$ cat src/rtl/alu_seq_pkg.sv
// Shared types and constants for the ALU sequencing FSM and its register-select decoder.
package alu_seq_pkg;

   localparam int NREG_DEF  = 6;
   localparam int IDX_W_DEF = 6;

   localparam logic [3:0] ALU_OP_MIN = 4'b1001;
   localparam logic [3:0] ALU_OP_MAX = 4'b1111;
   localparam logic [3:0] OP_NOT     = 4'b1111;

   typedef enum logic [3:0] {
      S_IDLE  = 4'd0,
      S_FETCH = 4'd1,
      S_OP1   = 4'd2,
      S_GAP   = 4'd3,
      S_SRC2  = 4'd4,
      S_OP2   = 4'd5,
      S_LATCH = 4'd6,
      S_DRIVE = 4'd7,
      S_WB    = 4'd8,
      S_DONE  = 4'd9,
      S_ERR   = 4'd10
   } state_t;

   // True for any opcode the ALU sequencer knows how to run.
   function automatic logic is_alu_op(input logic [3:0] op);
      return op inside {[ALU_OP_MIN:ALU_OP_MAX]};
   endfunction

   // NOT is the only single-operand ALU operation.
   function automatic logic is_unary_op(input logic [3:0] op);
      return op == OP_NOT;
   endfunction

endpackage

$ cat src/rtl/reg_sel_dec.sv
// Turns a register index into a one-hot enable vector, flagging indices beyond the file.
module reg_sel_dec
   import alu_seq_pkg::*;
#(
   parameter int NREG  = NREG_DEF,
   parameter int IDX_W = IDX_W_DEF
) (
   input  logic [IDX_W-1:0] idx,
   output logic [NREG-1:0]  one_hot,
   output logic             valid
);

   // An out-of-range index lights no bit and clears valid.
   always_comb begin
      one_hot = '0;
      valid   = 1'b0;
      for (int i = 0; i < NREG; i++) begin
         if (int'(idx) == i) begin
            one_hot[i] = 1'b1;
            valid      = 1'b1;
         end
      end
   end

endmodule

$ cat src/rtl/alu_seq_fsm.sv
// Microsequencer driving register-file and ALU control strobes for one ALU instruction.
module alu_seq_fsm
   import alu_seq_pkg::*;
#(
   parameter int NREG    = NREG_DEF,
   parameter int IDX_W   = IDX_W_DEF,
   parameter int INSTR_W = 4 + 2*IDX_W
) (
   input  logic               clk,
   input  logic               rst,
   input  logic [INSTR_W-1:0] instr,
   input  logic               start,
   input  logic               flush,
   output logic [NREG-1:0]    reg_out_en,
   output logic [NREG-1:0]    reg_in_en,
   output logic               pc_inc,
   output logic               alu_in1,
   output logic               alu_in2,
   output logic               alu_out_latch,
   output logic               alu_out_en,
   output logic               busy,
   output logic               done,
   output logic               err
);

   state_t             state;
   state_t             state_next;
   logic [INSTR_W-1:0] instr_q;
   logic [INSTR_W-1:0] instr_cur;
   logic [3:0]         opcode;
   logic [IDX_W-1:0]   idx_a;
   logic [IDX_W-1:0]   idx_b;
   logic               unary;
   logic [NREG-1:0]    a_one_hot;
   logic [NREG-1:0]    b_one_hot;
   logic               a_valid;
   logic               b_valid;
   logic               operands_ok;
   logic               accept;

   // While idle the incoming word is inspected so a bad index can jump straight to ERR;
   // once running, everything decodes from the captured copy only.
   assign instr_cur   = (state == S_IDLE) ? instr : instr_q;
   assign opcode      = instr_cur[INSTR_W-1 -: 4];
   assign idx_a       = instr_cur[2*IDX_W-1:IDX_W];
   assign idx_b       = instr_cur[IDX_W-1:0];
   assign unary       = is_unary_op(opcode);
   assign operands_ok = a_valid && (unary || b_valid);
   assign accept      = (state == S_IDLE) && start && !flush && is_alu_op(opcode);

   reg_sel_dec #(.NREG(NREG), .IDX_W(IDX_W)) u_dst_dec (
      .idx     (idx_a),
      .one_hot (a_one_hot),
      .valid   (a_valid)
   );

   reg_sel_dec #(.NREG(NREG), .IDX_W(IDX_W)) u_src_dec (
      .idx     (idx_b),
      .one_hot (b_one_hot),
      .valid   (b_valid)
   );

   // State register and instruction capture; reset wipes both.
   always_ff @(posedge clk) begin
      if (rst) begin
         state   <= S_IDLE;
         instr_q <= '0;
      end else begin
         state <= state_next;
         if (accept) begin
            instr_q <= instr;
         end
      end
   end

   // Step through the operand/result sequence; flush always wins and stray encodings recover.
   always_comb begin
      state_next = state;
      if (flush) begin
         state_next = S_IDLE;
      end else begin
         case (state)
            S_IDLE:  if (accept) state_next = operands_ok ? S_FETCH : S_ERR;
            S_FETCH: state_next = S_OP1;
            S_OP1:   state_next = unary ? S_LATCH : S_GAP;
            S_GAP:   state_next = S_SRC2;
            S_SRC2:  state_next = S_OP2;
            S_OP2:   state_next = S_LATCH;
            S_LATCH: state_next = S_DRIVE;
            S_DRIVE: state_next = S_WB;
            S_WB:    state_next = S_DONE;
            S_DONE:  state_next = S_IDLE;
            S_ERR:   state_next = S_IDLE;
            default: state_next = S_IDLE;
         endcase
      end
   end

   // Control strobes per state; held quiet while reset is asserted.
   always_comb begin
      reg_out_en    = '0;
      reg_in_en     = '0;
      pc_inc        = 1'b0;
      alu_in1       = 1'b0;
      alu_in2       = 1'b0;
      alu_out_latch = 1'b0;
      alu_out_en    = 1'b0;
      busy          = 1'b0;
      done          = 1'b0;
      err           = 1'b0;
      if (!rst) begin
         case (state)
            S_FETCH: begin
               busy       = 1'b1;
               pc_inc     = 1'b1;
               reg_out_en = a_one_hot;
            end
            S_OP1: begin
               busy       = 1'b1;
               reg_out_en = a_one_hot;
               alu_in1    = 1'b1;
            end
            S_GAP: begin
               busy = 1'b1;
            end
            S_SRC2: begin
               busy       = 1'b1;
               reg_out_en = b_one_hot;
            end
            S_OP2: begin
               busy       = 1'b1;
               reg_out_en = b_one_hot;
               alu_in2    = 1'b1;
            end
            S_LATCH: begin
               busy          = 1'b1;
               alu_out_latch = 1'b1;
            end
            S_DRIVE: begin
               busy       = 1'b1;
               alu_out_en = 1'b1;
            end
            S_WB: begin
               busy       = 1'b1;
               alu_out_en = 1'b1;
               reg_in_en  = a_one_hot;
            end
            S_DONE: begin
               busy = 1'b1;
               done = 1'b1;
            end
            S_ERR: begin
               busy = 1'b1;
               done = 1'b1;
               err  = 1'b1;
            end
            default: begin
               busy = 1'b0;
            end
         endcase
      end
   end

endmodule

$ cat config.mk
export PLATFORM = sky130hd
export DESIGN_NAME = alu_seq_fsm
export DESIGN_NICKNAME = d
export VERILOG_FILES = /design/src/rtl/alu_seq_pkg.sv /design/src/rtl/reg_sel_dec.sv /design/src/rtl/alu_seq_fsm.sv
export SDC_FILE = /design/constraint.sdc
export NUM_CORES = 1
export LEC_CHECK = 0
export ABC_CLOCK_PERIOD_IN_PS = 6560
export BUFFER_PORTS_ARGS = -buffer_cell sky130_fd_sc_hd__buf_2
export CELL_PAD_IN_SITES_DETAIL_PLACEMENT = 1
export CELL_PAD_IN_SITES_GLOBAL_PLACEMENT = 2
export CORE_AREA = 5 5 77 79
export DETAILED_ROUTE_END_ITERATION = 6
export DIE_AREA = 0 0 82 84
export GPL_TIMING_DRIVEN = 0
export PLACE_DENSITY_LB_ADDON = 0.1
export SYNTH_ARGS = -nofsm -noshare
export SYNTH_HDL_FRONTEND = slang
export SYNTH_HIERARCHICAL = 1
export SYNTH_SLANG_ARGS = --single-unit
$ cat constraint.sdc
create_clock -name clk -period 6.56 [get_ports clk]
set_clock_uncertainty 0.1 [all_clocks]
set_input_delay 0.656 -clock clk [delete_from_list [all_inputs] [get_ports clk]]
set_output_delay 0.656 -clock clk [all_outputs]
set_load 0.01 [all_outputs]
* Yosys cells after proc, flatten, opt, wreduce, memory -nomap -nowiden *
Cells that the tools add are included.

storage, ports and cells
  word-level logic and storage cells = 89
  bits in registers = 20
  bits of input ports = 20

cells by class
  multiplexer cells = 47
  equal/unequal tests = 22
  $lt $le $gt $ge = 2
  reduce and logical (&&, ||, !) cells = 16

operators by type and width
  cell                                                      number
  2-to-1 mux 1 bit                                          38
  case mux 4 bit (9 select lines)                           1
  == test 6 x 3 -> 1 bit, second input constant             4
  == test 6 x 4 -> 1 bit, second input constant             4
  2-to-1 mux 6 bit                                          3
  == test 4 x 3 -> 1 bit, second input constant             4
  == test 4 bit, second input constant                      4
  2-to-1 mux 16 bit                                         1
  == test 6 x 2 -> 1 bit, second input constant             2
  zero test 6 bit                                           2
  case mux 6 bit (2 select lines)                           1
  OR reduction 10 bit                                       1
  OR reduction 2 bit                                        5
  == test 4 x 2 -> 1 bit, second input constant             2
  2-to-1 mux 4 bit                                          2
  logical AND 1 bit                                         5
  == test 4 x 1 -> 1 bit, second input constant             1
  greater-or-equal comparator 4 bit, second input constant  1
  less-or-equal comparator 4 bit, second input constant     1
  zero test 4 bit                                           1
  2-to-1 mux 3 bit                                          1
  inequality test 2 bit, second input constant              1
  zero test 1 bit                                           1
  logical OR 1 bit                                          1

* Depth between registers and ports, before layout *
  word-level depth = 14
  gate-level depth with buffers = 11
  mapped depth without buffers = 9

* Modules after synthesis *
The synthesis kept the hierarchy.

modules (own cells, without submodules)
  module       times used  seq. area each (um^2)  cells each  area an instance (um^2)
  alu_seq_fsm  1           400.4                  197         1,277.5
  reg_sel_dec  2           0.0                    11          81.3

* Worst setup path before layout *
OpenSTA, ideal clock, no wires.

  path kind = flip-flop to output port
  start point = register state[2]
  end point = output reg_out_en[0]
  arrival time = 2.495 ns
  path buffers = 3
  slack = 3.309 ns
  stages on the path, launching flop included = 12
  cell sequence = dfxtp_1 > buf_6 > or4_1 > buf_2 > clkbuf_1 > nand2_1 > nand2_1 > or4_4 > nor3_1 > a22oi_1 > o21ai_1 > and2_1

on the way
  cells in the longest elaborated chain, start to end = 6
  elaborated cells between the ends (all ways) = 14

RTL lines
  what                             line                RTL
  start, declared                  alu_seq_fsm.sv:26   state_t state;
  start signal, assigned           alu_seq_fsm.sv:69   state <= state_next;
  zero test 4 bit                  alu_seq_fsm.sv:43   assign instr_cur = (state == S_IDLE) ? instr : instr_q;
  2-to-1 mux 16 bit                alu_seq_fsm.sv:43
  net instr_cur[11]                alu_seq_fsm.sv:29   logic [INSTR_W-1:0] instr_cur;
  zero test 6 bit                  reg_sel_dec.sv:18   if (int'(idx) == i) begin
  2-to-1 mux 1 bit                 reg_sel_dec.sv:18
  net a_one_hot[0]                 alu_seq_fsm.sv:34   logic [NREG-1:0] a_one_hot;
  case mux 6 bit (2 select lines)  alu_seq_fsm.sv:112  case (state)
  2-to-1 mux 6 bit                 alu_seq_fsm.sv:111  if (!rst) begin
  end, declared                    alu_seq_fsm.sv:14   output logic [NREG-1:0] reg_out_en,

The timed path passes the listed nets, and every way through them passes these cells.

* Final worst setup path *
Same ends and word-level chain as after synthesis.

==> impl_summary.log <==
[metrics] run status: finished clean
[metrics] First-pass DRT Iterations: 4
[metrics] share of the core filled with cells in the final layout: 34.1%
[metrics] Worst VDD drop: ~0.067 mV
[metrics] Avg Synthesized Cell Area: around 6.6 um^2
[metrics] vertical extent of the die: 84 um
[metrics] first-pass GRT wire length: ~7.8 mm
[metrics] Min-Delay Path Class: reg2reg
[metrics] root buffer cell: sky130_fd_sc_hd__clkbuf_8
[metrics] critical path peak fanout: 10
[metrics] Final Critical Period: between 3 and 4 ns
[metrics] I/O Buffers: 39
[metrics] Mapped Nets: around 240
[metrics] unrepaired setup endpoints after global routing: false
[metrics] Sinks on Clock Net: 20
[metrics] insertion delay to the later sink of the worst-skew pair: 0.26 ns
[metrics] number of nets in the layout: 283
[metrics] Rel. slew slack: a little under three fifths
[metrics] post-CTS clock slew at the launch and capture registers of the worst setup and hold paths: roughly 0.09 ns
[metrics] required arrival time at the worst endpoint: between 5 and 6 ns
[metrics] die outline area: 6890 um^2
[metrics] synthesized cell area: between 1000 and 1500 um^2
[metrics] setup slack at placement: 2.88 ns
[metrics] placed wire-length estimate: about 3.7 mm
[metrics] number of global-route vias before repair: around 1600
[metrics] std cell rows: 27
[metrics] number of library cell types mapped by synthesis: 37
[metrics] H-tree lvl count: 1
[metrics] starting utilization of the core area: 27.3%
[metrics] post-cts resize count: 0
[metrics] total global-route track usage: between 10% and 20%
[metrics] pwr dens: roughly 170 nW/um^2
[metrics] Gate Count Post-Synth: approximately 220
[metrics] vias: ~1600
[metrics] worst setup margin: 2.61 ns
[metrics] Die X: 82 um
[metrics] sequential area share after synthesis: 27.8%
[metrics] type of origin of the critical path: flop
[metrics] average via count per standard cell: ~4.7
[metrics] count of hold buffers inserted by post-cts repair: 0
[metrics] post-synthesis register bit count: 20
[metrics] Total Neg Setup Slack: 0 ns
[metrics] total power: approximately 310 uW
[metrics] yosys synthesis warning count: 6
[metrics] ant diodes: 0
[metrics] Static Leak: 0.772 nW
[metrics] maximum operating frequency: roughly 0.25 GHz
[metrics] final hold violations: 0
[metrics] DRT iter0 DRCs: 80
[metrics] GP Congestion: 0.787
[metrics] number of top-level pins: 40
[metrics] Worst Max-Slew Pin Slew: ~0.64 ns
[metrics] final wirelength: about 4.6 mm
[metrics] Filler cells: around 700
[metrics] area of the core: between 5000 and 6000 um^2
[metrics] arrival time at the worst endpoint: between 3 and 4 ns
[metrics] grt total ovfl: 0
[metrics] CTS tree: done
[metrics] Residual DRC: 0
[metrics] fraction of final layout cells sized beyond drive strength 1: a little over a fifth
[metrics] Longest Clk Path Bufs: 2
[metrics] WL per Instance: ~14 um
[metrics] area growth from synthesis to layout: 24.8%
[metrics] pin count of the biggest net entering global routing: 13
[metrics] Worst Setup End Kind: output port
[metrics] fin crit share: around 60%
[metrics] final setup violation count: 0
[metrics] final antenna-violating net count: 0
[metrics] buffers inserted by post-CTS timing repair: 0
[metrics] total count of max-transition violations in the final report: 0
[metrics] antenna violations before repair: 0
[metrics] cell area reported after detailed placement: ~1700 um^2
[metrics] post-route cell area: between 1500 and 2000 um^2
[metrics] total clock buffers created by CTS: 3
[metrics] critical path class: reg2out
[metrics] number of max-capacitance violations reported: 0
## area by class of cell
class                           count  area [um^2]  share of cell area (%)
Inverter                            2         7.51                   0.418
Tap cell                           72         90.1                    5.01
Clock buffer                        3         41.3                    2.30
Multi-Input combinational cell    183          955                    53.1
Buffer                             14         77.6                    4.32
Clock inverter                      1         30.0                    1.67
Timing Repair Buffer               39          195                    10.9
Sequential cell                    20          400                    22.3
## cells by family (layout without fill, tap and decap cells)
group / count (synthesis) / count (layout) / share of synthesized area [%]
compound gates: 39 / 39 / 15.8
xor+xnor: 1 / 1 / 0.608
simple gates: 142 / 142 / 49.2
mux: 1 / 1 / 0.695
buf+inv: 16 / 59 / 5.91
flops: 20 / 20 / 27.8
## synth_stat cells
master | number | area share (%)
sky130_fd_sc_hd__nand2_1 | 80 | 21
sky130_fd_sc_hd__dfxtp_1 | 20 | 28
sky130_fd_sc_hd__a21oi_1 | 18 | 6.3
sky130_fd_sc_hd__nor2_1 | 15 | 3.9
sky130_fd_sc_hd__and2_1 | 12 | 5.2
sky130_fd_sc_hd__nor3_1 | 10 | 3.5
sky130_fd_sc_hd__clkbuf_1 | 8 | 2.1
sky130_fd_sc_hd__a22oi_1 | 6 | 3.1
sky130_fd_sc_hd__o21ai_1 | 6 | 2.1
sky130_fd_sc_hd__nor3b_2 | 4 | 3.5
sky130_fd_sc_hd__buf_6 | 3 | 2.3
sky130_fd_sc_hd__or4_4 | 3 | 2.3
sky130_fd_sc_hd__a211oi_1 | 2 | 1.0
sky130_fd_sc_hd__a21boi_0 | 2 | 1.0
sky130_fd_sc_hd__and3_1 | 2 | 0.87
sky130_fd_sc_hd__and4b_1 | 2 | 1.4
sky130_fd_sc_hd__buf_2 | 2 | 0.70
sky130_fd_sc_hd__inv_1 | 2 | 0.52
sky130_fd_sc_hd__nand3_1 | 2 | 0.70
sky130_fd_sc_hd__o21ai_0 | 2 | 0.70
sky130_fd_sc_hd__or4_1 | 2 | 1.0
sky130_fd_sc_hd__a31oi_1 | 1 | 0.43
sky130_fd_sc_hd__and4_1 | 1 | 0.61
sky130_fd_sc_hd__buf_1 | 1 | 0.26
sky130_fd_sc_hd__mux2i_1 | 1 | 0.70
sky130_fd_sc_hd__nand2b_1 | 1 | 0.43
sky130_fd_sc_hd__nand4_1 | 1 | 0.43
sky130_fd_sc_hd__nor2b_1 | 1 | 0.43
sky130_fd_sc_hd__nor3b_1 | 1 | 0.52
sky130_fd_sc_hd__nor4_1 | 1 | 0.43
sky130_fd_sc_hd__nor4_4 | 1 | 1.5
sky130_fd_sc_hd__nor4bb_1 | 1 | 0.70
sky130_fd_sc_hd__o211ai_1 | 1 | 0.52
sky130_fd_sc_hd__o22a_1 | 1 | 0.61
sky130_fd_sc_hd__or2_2 | 1 | 0.43
sky130_fd_sc_hd__or3_1 | 1 | 0.43
sky130_fd_sc_hd__xnor2_1 | 1 | 0.61
## layout by cell type (no fill, tap or decap), types with 2 or more instances in the layout
cell type	count
sky130_fd_sc_hd__nand2_1	80
sky130_fd_sc_hd__buf_2	41
sky130_fd_sc_hd__dfxtp_1	20
sky130_fd_sc_hd__a21oi_1	18
sky130_fd_sc_hd__nor2_1	15
sky130_fd_sc_hd__and2_1	12
sky130_fd_sc_hd__nor3_1	10
sky130_fd_sc_hd__clkbuf_1	8
sky130_fd_sc_hd__a22oi_1	6
sky130_fd_sc_hd__o21ai_1	6
sky130_fd_sc_hd__nor3b_2	4
sky130_fd_sc_hd__buf_6	3
sky130_fd_sc_hd__or4_4	3
sky130_fd_sc_hd__clkbuf_8	3
sky130_fd_sc_hd__or4_1	2
sky130_fd_sc_hd__inv_1	2
sky130_fd_sc_hd__a211oi_1	2
sky130_fd_sc_hd__nand3_1	2
sky130_fd_sc_hd__o21ai_0	2
sky130_fd_sc_hd__and4b_1	2
sky130_fd_sc_hd__and3_1	2
sky130_fd_sc_hd__a21boi_0	2
## state kept, by name, indices dropped and copies added (netlist names)
register	count
instr_q	16
state	4
## per-stage QoR
| stage | cells | hold WS [ns] |
|---|---|---|
| floorplan | 219 | 0.336 |
| global placement | 330 | 0.345 |
| detailed placement | 330 | 0.347 |
| CTS | 334 | 0.359 |
| global route | 334 | 0.380 |
| finish | 334 | 0.357 |
## metal layers
layer	up-vias	GRT usage [%]	share of wire (%)
li1	828	-	-
met4	0	3.63	0.63
met2	22	23.7	47
met1	712	18.5	49
met5	-	0	0
met3	2	2.48	3.0
## power by group
group / total (mW) / switching (mW) / internal, mW
sequential: 0.127 / 0.00192 / 0.125
clock: 0.127 / 0.0452 / 0.0815
combinational: 0.0531 / 0.0340 / 0.0191
total: 0.307 / 0.0811 / 0.226
## path summary, 6_finish.rpt
kind / startpoint / slack (ns) / to / cells past startpoint
worst min-delay path: instr_q[4] / 0.36 / instr_q[4] / 2
worst max register to register: state[1] / 3.63 / state[0] / 11
worst min register to register: instr_q[4] / 0.36 / instr_q[4] / 2
worst max-delay path: state[2] / 2.61 / reg_out_en[0] / 12
## worst max-delay path: stages, from the launching register on
cell	delay, ns
sky130_fd_sc_hd__dfxtp_1	0.31
sky130_fd_sc_hd__buf_6	0.13
sky130_fd_sc_hd__or4_1	0.47
sky130_fd_sc_hd__buf_2	0.19
sky130_fd_sc_hd__clkbuf_1	0.24
sky130_fd_sc_hd__nand2_1	0.12
sky130_fd_sc_hd__nand2_1	0.11
sky130_fd_sc_hd__or4_4	0.54
sky130_fd_sc_hd__nor3_1	0.31
sky130_fd_sc_hd__a22oi_1	0.12
sky130_fd_sc_hd__o21ai_1	0.13
sky130_fd_sc_hd__and2_1	0.12
sky130_fd_sc_hd__buf_2	0.12
No activity file was read; power rests on OpenSTA's default activity.
